### config.mk
export PLATFORM = sky130hd
export DESIGN_NAME = uart_cmd_deframer
export DESIGN_NICKNAME = d
export VERILOG_FILES = /design/src/rtl/uart_cmd_deframer.sv
export SDC_FILE = /design/constraint.sdc
export NUM_CORES = 1
export LEC_CHECK = 0
export BUFFER_PORTS_ARGS = -buffer_cell sky130_fd_sc_hd__buf_4
export CORE_MARGIN = 2
export CORE_UTILIZATION = 45
export DETAILED_ROUTE_END_ITERATION = 12
export PLACE_DENSITY_LB_ADDON = 0.3
export SLEW_MARGIN = 5
export SYNTH_ARGS = -nofsm -noshare
export SYNTH_HDL_FRONTEND = slang
export SYNTH_SLANG_ARGS = --single-unit
### constraint.sdc
create_clock -name clk -period 3.2 [get_ports clk]
set_input_delay 0.16 -clock clk [delete_from_list [all_inputs] [get_ports clk]]
set_output_delay 0.16 -clock clk [all_outputs]
set_load 0.005 [all_outputs]
### src/rtl/uart_cmd_deframer.sv
// UART command deframer: hunts SYNC, collects CMD/LEN/payload/CHK,
// holds checksum-valid frames until acked and strobes errors otherwise.
module uart_cmd_deframer #(
    parameter int          MAX_LEN      = 16,
    parameter logic [7:0]  SYNC_BYTE    = 8'hA5,
    parameter int          TIMEOUT_CLKS = 4800
) (
    input  logic                         clk,
    input  logic                         rst_n,
    input  logic [7:0]                   rx_data,
    input  logic                         rx_valid,
    input  logic                         rx_frame_err,
    output logic                         frame_valid,
    output logic [7:0]                   frame_cmd,
    output logic [$clog2(MAX_LEN+1)-1:0] frame_len,
    input  logic [$clog2(MAX_LEN)-1:0]   rd_addr,
    output logic [7:0]                   rd_data,
    input  logic                         frame_ack,
    output logic                         err_valid,
    output logic [2:0]                   err_code,
    output logic [15:0]                  good_cnt
);

    localparam int LW = $clog2(MAX_LEN + 1);
    localparam int AW = $clog2(MAX_LEN);
    localparam int TW = $clog2(TIMEOUT_CLKS + 1);
    localparam logic [7:0]    MAX_B    = 8'(MAX_LEN);
    // Firing one count early puts the strobe exactly TIMEOUT_CLKS after the byte
    localparam logic [TW-1:0] TMO_LAST = TW'(TIMEOUT_CLKS - 2);

    localparam logic [2:0] E_FRAME = 3'd1;
    localparam logic [2:0] E_LEN   = 3'd2;
    localparam logic [2:0] E_CHK   = 3'd3;
    localparam logic [2:0] E_TMO   = 3'd4;
    localparam logic [2:0] E_OVR   = 3'd5;

    typedef enum logic [2:0] {
        S_SYNC,
        S_CMD,
        S_LEN,
        S_DATA,
        S_CHK,
        S_HOLD
    } state_t;

    state_t        state;
    logic [7:0]    buf_q [MAX_LEN];
    logic [LW-1:0] idx;
    logic [LW-1:0] len_q;
    logic [LW-1:0] idx_nx;
    logic [7:0]    cmd_q;
    logic [7:0]    sum;
    logic [TW-1:0] tmo;

    assign idx_nx = idx + LW'(1);

    if (MAX_LEN < (2 ** AW)) begin : g_rd_chk
        assign rd_data = (rd_addr < AW'(MAX_LEN)) ? buf_q[rd_addr] : 8'h00;
    end else begin : g_rd_full
        assign rd_data = buf_q[rd_addr];
    end

    always_ff @(posedge clk or negedge rst_n) begin
        if (!rst_n) begin
            state       <= S_SYNC;
            frame_valid <= 1'b0;
            frame_cmd   <= 8'h00;
            frame_len   <= '0;
            err_valid   <= 1'b0;
            err_code    <= 3'd0;
            good_cnt    <= 16'd0;
            idx         <= '0;
            len_q       <= '0;
            cmd_q       <= 8'h00;
            sum         <= 8'h00;
            tmo         <= '0;
            for (int i = 0; i < MAX_LEN; i++) begin
                buf_q[i] <= 8'h00;
            end
        end else begin
            err_valid <= 1'b0;
            err_code  <= 3'd0;
            if (state == S_SYNC) begin
                if (rx_valid && rx_data == SYNC_BYTE) begin
                    state <= S_CMD;
                    tmo   <= '0;
                end
            end else if (state == S_HOLD) begin
                if (rx_valid) begin
                    err_valid <= 1'b1;
                    err_code  <= E_OVR;
                end
                if (frame_ack) begin
                    state       <= S_SYNC;
                    frame_valid <= 1'b0;
                end
            end else if (rx_frame_err) begin
                state     <= S_SYNC;
                err_valid <= 1'b1;
                err_code  <= E_FRAME;
            end else if (rx_valid) begin
                tmo <= '0;
                unique case (state)
                    S_CMD: begin
                        cmd_q <= rx_data;
                        sum   <= rx_data;
                        state <= S_LEN;
                    end
                    S_LEN: begin
                        if (rx_data > MAX_B) begin
                            state     <= S_SYNC;
                            err_valid <= 1'b1;
                            err_code  <= E_LEN;
                        end else begin
                            len_q <= rx_data[LW-1:0];
                            sum   <= sum + rx_data;
                            idx   <= '0;
                            state <= (rx_data == 8'h00) ? S_CHK : S_DATA;
                        end
                    end
                    S_DATA: begin
                        buf_q[idx[AW-1:0]] <= rx_data;
                        sum <= sum + rx_data;
                        idx <= idx_nx;
                        if (idx_nx == len_q) begin
                            state <= S_CHK;
                        end
                    end
                    S_CHK: begin
                        if (rx_data == sum) begin
                            state       <= S_HOLD;
                            frame_valid <= 1'b1;
                            frame_cmd   <= cmd_q;
                            frame_len   <= len_q;
                            if (good_cnt != 16'hFFFF) begin
                                good_cnt <= good_cnt + 16'd1;
                            end
                        end else begin
                            state     <= S_SYNC;
                            err_valid <= 1'b1;
                            err_code  <= E_CHK;
                        end
                    end
                    default: begin
                        state <= S_SYNC;
                    end
                endcase
            end else if (tmo == TMO_LAST) begin
                state     <= S_SYNC;
                err_valid <= 1'b1;
                err_code  <= E_TMO;
            end else begin
                tmo <= tmo + TW'(1);
            end
        end
    end

endmodule

==> impl_metrics.env <==
export IMPL_status="finished, final reports clean"
export IMPL_regArea_mm2=0.00510
export IMPL_arrival_ns=2.87
export IMPL_dr_pass1_iters=4
export IMPL_dr_total_vias=6303
export IMPL_clkPwrFrac=0.394
export IMPL_hold_path_class="input port to flop"
export IMPL_final_setup_skew_ns=0.00747
export IMPL_setup_viol=0
export IMPL_ctsHoldBuffers=3
export IMPL_crit_family="simple AND/OR/NAND/NOR gates"
export IMPL_io_buffers=58
export IMPL_intPower_mw=5.17
export IMPL_grt_max_degree=84
export IMPL_path_cells="ha_1 -> nor4_2 -> o211ai_2 -> nor4_4 -> o21a_4 -> mux2_2"
export IMPL_p_sw_mw=1.95
export IMPL_critical_path_buf_inv_count=0
export IMPL_seq_area_frac_synth=0.519
export IMPL_root_buffer="clkbuf_16"
export IMPL_cp_required_ns=3.59
export IMPL_setup_tns_ns=0
export IMPL_gr_usage_met3=0.0356
export IMPL_start_util=0.455
export IMPL_cts_tree="built"
export IMPL_grt_pass1_wl_mm=34.8
export IMPL_ant_nets=0
export IMPL_synth_cell_types=61
export IMPL_drc=0
export IMPL_nFillCells=1831
export IMPL_drive_gt1_frac=0.350
export IMPL_ys_async_sr_fraction=1.00
export IMPL_syn_num_nets=802
export IMPL_startpoint_type="flop"
export IMPL_cp_slowest_cell="nor4_4"
export IMPL_ir_drop_v=0.000308
export IMPL_combPwrFrac=0.178
export IMPL_path_class="flop to flop"
export IMPL_endpoint_kind="flop"
export IMPL_cts_num_sinks=204
export IMPL_grt_pass1_vias=6224
export IMPL_fin_util=0.525
export IMPL_core_mm2=0.0216
export IMPL_tightest_slew_ns=0.826
export IMPL_seq_power_share=0.429
export IMPL_fin_crit_sh=0.777
export IMPL_maxClockFrequency_mhz=402
export IMPL_h_tree_depth=1
export IMPL_synth_cells=770
export IMPL_clk_pin_slew_ns=0.06
export IMPL_grt_util_met1=0.284
export IMPL_multi_input_area_mm2=0.00449
export IMPL_cts_made_buffers=23
export IMPL_maxSlewViolCount=0
export IMPL_dp_final_hpwl_mm=14.0
export IMPL_die_area_mm2=0.0230
export IMPL_wl_per_cell_um=19.4
export IMPL_clk_latency_ns=0.51
export IMPL_p_per_area_mw_per_mm2=627
export IMPL_ctsResizeCount=0
export IMPL_antenna_found_initial=0
export IMPL_io_pins=59
export IMPL_fp_dieW_um=152
export IMPL_syn2layout_area_growth_pct=15.6
export IMPL_p_sw_frac=0.274
export IMPL_gr_usage_met2=0.305
export IMPL_grtUsageTotal=0.194
export IMPL_n_antenna_cell=0
export IMPL_rows=54
export IMPL_hold_viol=0
export IMPL_nNetsFinal=852
export IMPL_synthFlopType="dfrtp_1"
export IMPL_routabilityCongestion=0.764
export IMPL_p_total_mw=7.12
export IMPL_routed_wl_mm=21.7
export IMPL_viasPerCell=5.64
export IMPL_worst_path_largest_cell_delay_ns=0.43
export IMPL_path_max_fanout=13
export IMPL_yosysWarnings=0
export IMPL_synth_edf_count=0
export IMPL_clockBufferDepth=3
export IMPL_min_period_ns=2.49
export IMPL_die_h_um=152
export IMPL_overflow=0
export IMPL_synth_area_mm2=0.00983
export IMPL_slew_headroom=0.444
export IMPL_leakage_nw=5.39
export IMPL_syn_avg_cell_area_um2=12.8
export IMPL_drt_iter0_drc=399
export IMPL_busiest_layer="met2"
export IMPL_drv_cap=0
export IMPL_rsz0062_at_grt="no"
export IMPL_post_cts_buffers=0
export IMPL_ys_ff_latch=204
## layout by cell type (no fill, tap or decap), types with 5 or more instances in the layout
| cell | count |
|---|---|
| and2_1 | 5 |
| ha_1 | 14 |
| xor2_1 | 6 |
| dfrtp_1 | 204 |
| and3_1 | 14 |
| nor3_1 | 12 |
| nor2b_1 | 7 |
| inv_1 | 11 |
| buf_4 | 61 |
| mux4_2 | 40 |
| o21ai_0 | 44 |
| nor2_1 | 32 |
| nand3_1 | 13 |
| mux2_2 | 135 |
| nand4_1 | 7 |
| a31oi_1 | 9 |
| a21oi_1 | 12 |
| xnor2_1 | 15 |
| clkbuf_8 | 6 |
| o21ai_1 | 12 |
| nand2_1 | 70 |
| nand2b_1 | 5 |
| clkbuf_16 | 23 |
## synthesized netlist by cell type, types with 8 or more instances
cell type	count	area, um^2
buf_2	8	40.0
mux2_2	135	1520
nor3_1	12	60.1
nand2_1	70	263
and3_1	14	87.6
o21ai_1	12	60.1
ha_1	14	175
clkbuf_1	29	109
inv_1	11	41.3
dfrtp_1	204	5100
xnor2_1	15	131
mux4_2	40	901
nor2_1	32	120
a21oi_1	12	60.1
o21ai_0	44	220
a31oi_1	9	56.3
nand3_1	13	65.1
## power groups by stage
stage               Sequential, mW  Clock, mW  Combinational (mW)
CTS                           3.05       2.87                1.28
finish                        3.05       2.80                1.27
floorplan                     3.00          0               0.974
global route                  3.09       2.98                1.42
global placement              3.09          0                1.24
detailed placement            3.09          0                1.27
## flip-flops by register name, summed over array words and instances (netlist names), 3 cells and up
name	cells
cmd_q	8
tmo	13
sum	8
err_code	3
frame_len	5
len_q	5
buf_q	128
frame_cmd	8
good_cnt	16
state	3
idx	5
## path summary, 6_finish.rpt
check,start,cells past startpoint,endpoint,slack [ns]
min in group asynchronous,rst_n,2,tmo[7],0.26
worst min-delay path,rx_data[1],5,sum[1],0.04
worst max register to register,sum[5],6,good_cnt[1],0.71
worst max-delay path,sum[5],6,good_cnt[1],0.71
worst min register to register,buf_q[73],2,buf_q[73],0.48
max in group asynchronous,rst_n,3,buf_q[43],2.10
## stage by stage
stage | hold slack, ns | cell area, um^2 | cells | setup slack, ns
after detailed placement | 0.268 | 10500 | 1072 | 0.686
after global placement | 0.268 | 10500 | 1072 | 0.744
after floorplan | -0.136 | 9830 | 770 | 0.871
after CTS | 0.0311 | 11400 | 1117 | 0.716
final | 0.0417 | 11400 | 1117 | 0.714
after global routing | 0.0473 | 11400 | 1117 | 0.529
## worst reg2reg max path: stages (launching register included)
cell and delay (ns):
dfrtp_1 0.38, ha_1 0.37, nor4_2 0.30, o211ai_2 0.21
nor4_4 0.43, o21a_4 0.32, mux2_2 0.36
## final cells by class
| class | instances | share of cell area |
|---|---|---|
| timing repair buffer | 67 | 0.0477 |
| clock inverter | 10 | 0.0138 |
| multi-input combinational | 511 | 0.396 |
| clock buffer | 32 | 0.0581 |
| tap | 280 | 0.0309 |
| inverter | 13 | 0.00430 |
| sequential | 204 | 0.450 |
## per-layer routing
metal / vias to the layer above / wire length [um]
met5: - / 0
met4: 0 / 295
met3: 28 / 1230
met2: 126 / 10300
met1: 3236 / 9880
li1: 2913 / -
## cells by family after synthesis
logic type | Yosys count | synth area share
compound gates | 99 | 0.0596
xor+xnor | 22 | 0.0204
mux | 182 | 0.254
flops | 204 | 0.519
buf+inv | 55 | 0.0232
simple gates | 193 | 0.104
fa+ha+maj | 15 | 0.0199
(Power assumes the default switching activity.)
